## src/rtl/switch_value_scheduler.sv

```systemverilog
// Debounces a switch value and commits it to the display only at vsync fall (tear-free).
// Optional SWITCH_VALUE_SCHEDULER_AUTO_CYCLE_EN adds an auto-increment mode driven by frames.
module switch_value_scheduler #(
    parameter int unsigned WIDTH           = 4,
    parameter int unsigned DEBOUNCE_CYCLES = 500000,
    parameter int unsigned CNT_W           = 19,
    parameter int unsigned FRAMES_PER_STEP = 60
) (
    input  logic             clk_50MHz,
    input  logic             reset,
    input  logic [WIDTH-1:0] value_in,
    input  logic             vsync,
`ifdef SWITCH_VALUE_SCHEDULER_AUTO_CYCLE_EN
    input  logic             auto_mode,
`endif
    output logic [WIDTH-1:0] value_out,
    output logic             update_pulse,
    output logic             pending
);

    if ((64'd1 << CNT_W) < 64'(DEBOUNCE_CYCLES)) begin : g_bad_cnt_w
        $error("CNT_W too narrow for DEBOUNCE_CYCLES");
    end
    if (FRAMES_PER_STEP == 0 || DEBOUNCE_CYCLES == 0) begin : g_bad_count
        $error("FRAMES_PER_STEP and DEBOUNCE_CYCLES must be non-zero");
    end

    typedef enum logic [1:0] {StIdle, StDebounce, StPending, StCommit} state_e;

    localparam logic [CNT_W-1:0] CntMax = CNT_W'(DEBOUNCE_CYCLES - 1);

    state_e             state_q, state_d;
    logic [WIDTH-1:0]   val_s1_q, s_val_q;
    logic               vs_s1_q, vs_s2_q, vs_d_q;
    logic [WIDTH-1:0]   cand_q, cand_d;
    logic [CNT_W-1:0]   cnt_q, cnt_d;
    logic [WIDTH-1:0]   value_q, value_d;
    logic               upd_q, upd_d;
    logic               pending_q;
    logic               vs_fall;
    logic               change;

`ifdef SWITCH_VALUE_SCHEDULER_AUTO_CYCLE_EN
    localparam int unsigned FC_W = (FRAMES_PER_STEP > 1) ? $clog2(FRAMES_PER_STEP) : 1;
    localparam logic [FC_W-1:0] FcMax = FC_W'(FRAMES_PER_STEP - 1);
    logic [FC_W-1:0] fc_q, fc_d;
`endif

    assign vs_fall = vs_d_q & ~vs_s2_q;
    assign change  = (s_val_q != cand_q);

    always_ff @(posedge clk_50MHz or posedge reset) begin
        if (reset) begin
            val_s1_q <= '0;
            s_val_q  <= '0;
            vs_s1_q  <= 1'b0;
            vs_s2_q  <= 1'b0;
            vs_d_q   <= 1'b0;
        end else begin
            val_s1_q <= value_in;
            s_val_q  <= val_s1_q;
            vs_s1_q  <= vsync;
            vs_s2_q  <= vs_s1_q;
            vs_d_q   <= vs_s2_q;
        end
    end

    always_comb begin
        state_d = state_q;
        cand_d  = cand_q;
        cnt_d   = cnt_q;
        value_d = value_q;
        upd_d   = 1'b0;
`ifdef SWITCH_VALUE_SCHEDULER_AUTO_CYCLE_EN
        fc_d    = fc_q;
        if (auto_mode) begin
            state_d = StIdle;
            cnt_d   = '0;
            if (vs_fall) begin
                if (fc_q == FcMax) begin
                    fc_d    = '0;
                    value_d = value_q + 1'b1;
                    upd_d   = 1'b1;
                end else begin
                    fc_d = fc_q + 1'b1;
                end
            end
            // Track value_out so leaving auto mode only commits a switch value that differs.
            cand_d = value_d;
        end else begin
            fc_d = '0;
`endif
            unique case (state_q)
                StIdle: begin
                    if (change) begin
                        state_d = StDebounce;
                        cand_d  = s_val_q;
                        cnt_d   = '0;
                    end
                end
                StDebounce: begin
                    if (change) begin
                        cand_d = s_val_q;
                        cnt_d  = '0;
                    end else if (cnt_q == CntMax) begin
                        // A glitch that settled back on the shown value needs no commit.
                        state_d = (cand_q != value_q) ? StPending : StIdle;
                    end else begin
                        cnt_d = cnt_q + 1'b1;
                    end
                end
                StPending: begin
                    // A fresh input change outranks a coincident frame boundary.
                    if (change) begin
                        state_d = StDebounce;
                        cand_d  = s_val_q;
                        cnt_d   = '0;
                    end else if (vs_fall) begin
                        state_d = StCommit;
                    end
                end
                StCommit: begin
                    value_d = cand_q;
                    upd_d   = 1'b1;
                    state_d = StIdle;
                end
                default: state_d = StIdle;
            endcase
`ifdef SWITCH_VALUE_SCHEDULER_AUTO_CYCLE_EN
        end
`endif
    end

    always_ff @(posedge clk_50MHz or posedge reset) begin
        if (reset) begin
            state_q   <= StIdle;
            cand_q    <= '0;
            cnt_q     <= '0;
            value_q   <= '0;
            upd_q     <= 1'b0;
            pending_q <= 1'b0;
        end else begin
            state_q   <= state_d;
            cand_q    <= cand_d;
            cnt_q     <= cnt_d;
            value_q   <= value_d;
            upd_q     <= upd_d;
            pending_q <= (state_d == StPending);
        end
    end

`ifdef SWITCH_VALUE_SCHEDULER_AUTO_CYCLE_EN
    always_ff @(posedge clk_50MHz or posedge reset) begin
        if (reset) begin
            fc_q <= '0;
        end else begin
            fc_q <= fc_d;
        end
    end
`endif

    assign value_out    = value_q;
    assign update_pulse = upd_q;
    assign pending      = pending_q;

endmodule

```

## config.mk

```make
export PLATFORM = sky130hd
export DESIGN_NAME = switch_value_scheduler
export DESIGN_NICKNAME = d
export VERILOG_FILES = /design/src/rtl/switch_value_scheduler.sv
export SDC_FILE = /design/constraint.sdc
export NUM_CORES = 1
export LEC_CHECK = 0
export BUFFER_PORTS_ARGS = -buffer_cell sky130_fd_sc_hd__buf_2
export CELL_PAD_IN_SITES_DETAIL_PLACEMENT = 1
export CELL_PAD_IN_SITES_GLOBAL_PLACEMENT = 2
export CORE_UTILIZATION = 39
export CTS_CLUSTER_DIAMETER = 150
export CTS_CLUSTER_SIZE = 40
export DETAILED_ROUTE_END_ITERATION = 10
export HOLD_SLACK_MARGIN = 0.05
export PLACE_DENSITY_LB_ADDON = 0.1
export SLEW_MARGIN = 25
export SYNTH_ARGS = -nofsm -noshare
export SYNTH_HDL_FRONTEND = slang
export SYNTH_SLANG_ARGS = --single-unit
```

## constraint.sdc

```tcl
create_clock -name clk_50MHz -period 2.2 [get_ports clk_50MHz]
set_input_delay 0.11 -clock clk_50MHz [delete_from_list [all_inputs] [get_ports clk_50MHz]]
set_output_delay 0.11 -clock clk_50MHz [all_outputs]
set_load 0.005 [all_outputs]
```

Word-level counts from Yosys, hierarchy flattened
Cells that the tools add are included.
- reduce and logical (&&, ||, !) cells: 6
- add/sub/neg operators: 1
- equal/unequal tests: 9
- bitwise logic cells: 2
- mux-type cells: 12
- operators with widths (cell ; number):
    $mux W19 ; 3
    $pmux W19 S2 ; 1
    $add A19 B1 Y19 const B ; 1
    $eq A19 B19 Y1 const B ; 1
    $mux W2 ; 6
    $ne A4 B4 Y1 ; 2
    $pmux W2 S4 ; 1
    $eq A2 B2 Y1 const B ; 3
    $ne A3 B3 Y1 const B ; 1
    $reduce_and A3 Y1 ; 1
    $reduce_or A3 Y1 ; 1
    $eq A2 B1 Y1 const B ; 1
    $logic_not A2 Y1 ; 1
    $ne A2 B1 Y1 const B ; 1
    $reduce_and A2 Y1 ; 1
    $reduce_bool A2 Y1 ; 1
    $reduce_or A2 Y1 ; 1
    $and A1 B1 Y1 ; 1
    $mux W1 ; 1
    $not A1 Y1 ; 1
- output and inout bits: 6
- register bits after elaboration: 42
- input bits: 7
- word-level logic and storage cells: 41

Longest topological paths before layout
- depth in word-level cells: 6
- depth in mapped cells: 6
- mapped depth without buffers: 5

Worst setup path after synthesis
No wires, ideal clock.
- path kind: reg-to-reg
- from: register cnt_q[0]
- to: register cnt_q[18]
- arrival time: 1.621 ns
- setup slack: 0.437 ns
- period minus slack after synthesis: 1.763 ns
- stages on the path, launching flop included: 7
- path buffers: 1
- cells stage by stage: dfrtp_1 -> ha_1 -> nand4_2 -> or2_1 -> clkbuf_1 -> o311ai_0 -> o211ai_1
- cells in the longest elaborated chain, start to end: 4
- ends and longest elaborated chain (element ; RTL line ; RTL):
    from (decl) ; 36 ; logic [CNT_W-1:0] cnt_q, cnt_d;
    from (signal assigned) ; 145 ; cnt_q <= cnt_d;
    $add A19 B1 Y19 ; 109 ; cnt_d = cnt_q + 1'b1;
    $mux W19 ; 105 ; end else if (cnt_q == CntMax) begin
    $mux W19 ; 102 ; if (change) begin
    $pmux W19 S2 ; 93 ; unique case (state_q)
Parallel ways exist; a longest one is shown, timed or not. The select of a mux whose other input is x is not followed.
A chain may end at the register's enable or synchronous reset.

Worst setup path after layout
- from: register state_q[1]
- to: register cnt_q[10]
- cells in the longest elaborated chain, start to end: 4
- ends and longest elaborated chain (element ; RTL line ; RTL):
    from (decl) ; 32 ; state_e state_q, state_d;
    from (signal assigned) ; 136 ; state_q <= StIdle;
    from (signal assigned) ; 143 ; state_q <= state_d;
    $eq A2 B2 Y1 or $logic_not A2 Y1 (tied branches) ; 93 ;
    $reduce_or A2 Y1 (no source line) ; - ;
    $ne A2 B1 Y1 (no source line) or $reduce_bool A2 Y1 (tied branches) ; - ;
    $reduce_and A3 Y1 (no source line) ; - ;
Parallel ways exist; a longest one is shown, timed or not.

==> metrics.md <==
| Metric | Value |
|---|---|
| Setup-failing EPs final | `0` |
| Number of synthesized flops with an enable pin | `0` |
| Worst reg2reg path startpoint | `state_q[1]` |
| Mapped Avg Cell Area | `9.846 µm²` |
| Critical path peak fanout | `20` |
| Worst hold path endpoint | `vs_s2_q` |
| Largest area contributor in the netlist | `dfrtp_1` |
| GRT overflow | `0` |
| Setup TNS | `0 ns` |
| Largest cells by area after synthesis | `dfrtp_1, nand3_1, o211ai_1` |
| Die span in x | `between 70 and 80 µm` |
| Met1 Use GR | `28.40%` |
| Hold_buf cts | `6` |
| Power Dens Cells | `565.4 nW/µm²` |
| Rel. slew slack | `46.89%` |
| Fmax | `between 0.5 and 0.6 GHz` |
| Worst EP arrival | `2.13 ns` |
| Routed len/inst | `19.21 µm` |
| Syn Inst Count | `around 240` |
| Via density | `a little over 6` |
| Initial Util | `about two fifths` |
| Top_reg_cell synth | `dfrtp_1` |
| Met2 usage | `about 37%` |
| Initial drt markers | `120` |
| Area growth, synth to finish | `12.92%` |
| Total of max-cap violations | `0` |
| CP endpoint kind | `register` |
| Fraction of registers with async set/reset | `100.0%` |
| CTS H-Tree Depth | `2` |
| CP Class | `reg2reg` |
| CTS root buf | `clkbuf_8` |
| Post-Layout Inst Area | `2635 µm²` |
| Crit path time final | `1.986 ns` |
| CTS tree | `yes` |
| Syn nets | `~250` |
| Vias in the first global route | `2176` |
| Met3 Usage GRT | `around 4.3%` |
| Total track usage | `roughly 22%` |
| Ant. Diodes | `0` |
| I/O Buffers | `12` |
| Startpoint types | `register` |
| Setup bufs post-CTS | `0` |
| GRT busiest layer | `met2` |
| Synthesized area | `2333 µm²` |
| FF-to-FF End | `cnt_q[10]` |
| Post_cts resized | `0` |
| Reg area | `between 1000 and 1500 µm²` |
| Critical path required time | `2.35 ns` |
| Layout cells sized above 1 | `17.46%` |
| Global-route wire length before repair | `10.72 mm` |
| Drt pass-1 iters | `4` |
| Dpl hpwl | `4.289 mm` |
| Vias | `between 2000 and 2500` |
| Hold wc startpoint | `vs_s1_q` |
| Routed wire length | `just over 6 mm` |
| Fillers | `625` |
| Reg clk slew, reported paths | `0.08 ns` |
| Tightest Pin Transition | `slightly below 0.8 ns` |
| Total Die Area | `between 6000 and 7000 µm²` |
| Multi-input logic area | `1162 µm²` |
| Initial antenna violation count | `0` |
| Die Span Y | `79.35 µm` |
| Max-slew violation count | `0` |
| Pin count of the biggest net entering global routing | `43` |
| Type of the tightest min-delay check | `reg2reg` |
| Seq cells post-synth | `42` |
| Sequential area share after synthesis | `45.04%` |
| Core Util, Final | `46.71%` |
| Worst reg-to-reg path cell count | `3` |
| Final hold violations | `0` |
| Skew final | `0.005899 ns` |
| Yosys warning total | `0` |
| Core ar. | `5642 µm²` |
| Top Ports | `13` |
| Drt drc | `0` |
| RSZ-0062 raised after global routing | `false` |
| Lkg Pwr | `0.001169 µW` |
| WHS Path Cells | `0` |
| Clock sink total | `42` |
| Remaining antenna violation count | `0` |
| Row count | `27` |
| Peak supply drop | `0.3705 mV` |
| Post-synthesis cell type count | `50` |
| Cell Area, Placed | `2465 µm²` |
| CTS buffer count | `5` |
| Period utilisation layout | `90.27%` |
| Nets@finish | `259` |
| Post-synth top area share | `45.04%` |
| Outcome | `finished clean` |
| R2R Setup Slk | `between 0.2 and 0.25 ns` |
| Worst-case clock buffer depth | `2` |
| Clk_lat worst skew | `0.30 ns` |
| Final GP Congestion | `0.8772` |
## cell families (layout without fill, tap and decap cells)
group,after synthesis,count (layout),share of synthesized area (%)
compound gates,51,51,17.00
buf+inv,27,42,5.147
xor+xnor,8,8,4.289
flops,42,42,45.04
simple gates,108,108,27.99
fa+ha+maj,1,1,0.5361
## cell usage in the layout (no fill, tap or decap), drive strengths merged, types with 2 or more instances in the layout
master and instances:
o41ai 3, o311ai 7, and3 12, inv 3, nor2 6, nand2 15, or2 2, buf 23
nor3 4, nor4 8, nand3 31, a32o 3, o211ai 13, nand4b 2, clkbuf 6, or4 2
clkinv 2, o21a 2, xor2 4, nor3b 2, nand2b 4, a21o 8, dlygate4sd3 6, dfrtp 42
a31oi 3, o21ai 3, nand4 11, xnor2 4, or3 2, and4 3, a21oi 2
## state kept, by name, indices dropped and copies added (netlist names)
name          cells
cnt_q            19
vs_s1_q           1
value_out         4
vs_d_q            1
update_pulse      1
state_q           2
cand_q            4
pending           1
val_s1_q          4
vs_s2_q           1
s_val_q           4
## power breakdown
group | internal (µW) | leakage, µW | total [µW] | switching [µW]
clock | 339 | 0.0000514 | 612 | 274
combinational | 33.2 | 0.000571 | 78.7 | 45.4
sequential | 786 | 0.000547 | 799 | 12.8
## worst max-delay path, stage by stage, from the launching register on
cell,delay [ns]
dfrtp_1,0.82
clkinv_1,0.50
nand2_1,0.32
o311ai_0,0.19
## per-stage QoR
stage / hold slack, ns / instances / worst slack (ns) / power (µW)
floorplan: 0.1414 / 237 / 0.4370 / 860.7
global placement: 0.1809 / 310 / 0.3046 / 883.2
detailed placement: 0.1944 / 310 / 0.2409 / 886.5
CTS: 0.3559 / 324 / 0.2223 / 1516
global route: 0.3713 / 324 / 0.06051 / 1556
finish: 0.3539 / 324 / 0.2140 / 1490
## synthesized netlist by cell type (all sizes together), types with 2 or more instances
cell type  count
dfrtp         42
nand3         31
nand2         15
o211ai        13
and3          12
buf           11
clkbuf        11
nand4         11
a21o           8
nor4           8
o311ai         7
nor2           6
inv            4
nand2b         4
nor3           4
xnor2          4
xor2           4
a31oi          3
a32o           3
and4           3
o21ai          3
o41ai          3
a21oi          2
nand4b         2
nor3b          2
o21a           2
or2            2
or3            2
or4            2
## final cells by class
type / instances / share of cell area (%)
clock inverter: 2 / 1.424
multi-input combinational: 168 / 44.11
tap: 72 / 3.419
inverter: 5 / 0.7122
clock buffer: 6 / 2.754
timing repair buffer: 29 / 7.692
sequential: 42 / 39.89
## worst max-delay path by stage
| stage | to | start | slack [ns] |
|---|---|---|---|
| 6_report | cnt_q[10] | state_q[1] | 0.21 |
| 3_3_place_gp | cnt_q[10] | state_q[1] | 0.30 |
| 5_1_grt | cnt_q[10] | state_q[1] | 0.06 |
| 4_1_cts | cnt_q[10] | state_q[1] | 0.22 |
| 2_1_floorplan | cnt_q[18] | cnt_q[0] | 0.44 |
| 3_5_place_dp | cnt_q[10] | state_q[1] | 0.24 |
## routing by layer
metal	vias up	wire [µm]
li1	931	-
met1	1030	2827
met2	48	3019
met3	11	212
met4	0	165
met5	-	0
Note: power is estimated with default switching activity, not from simulation.
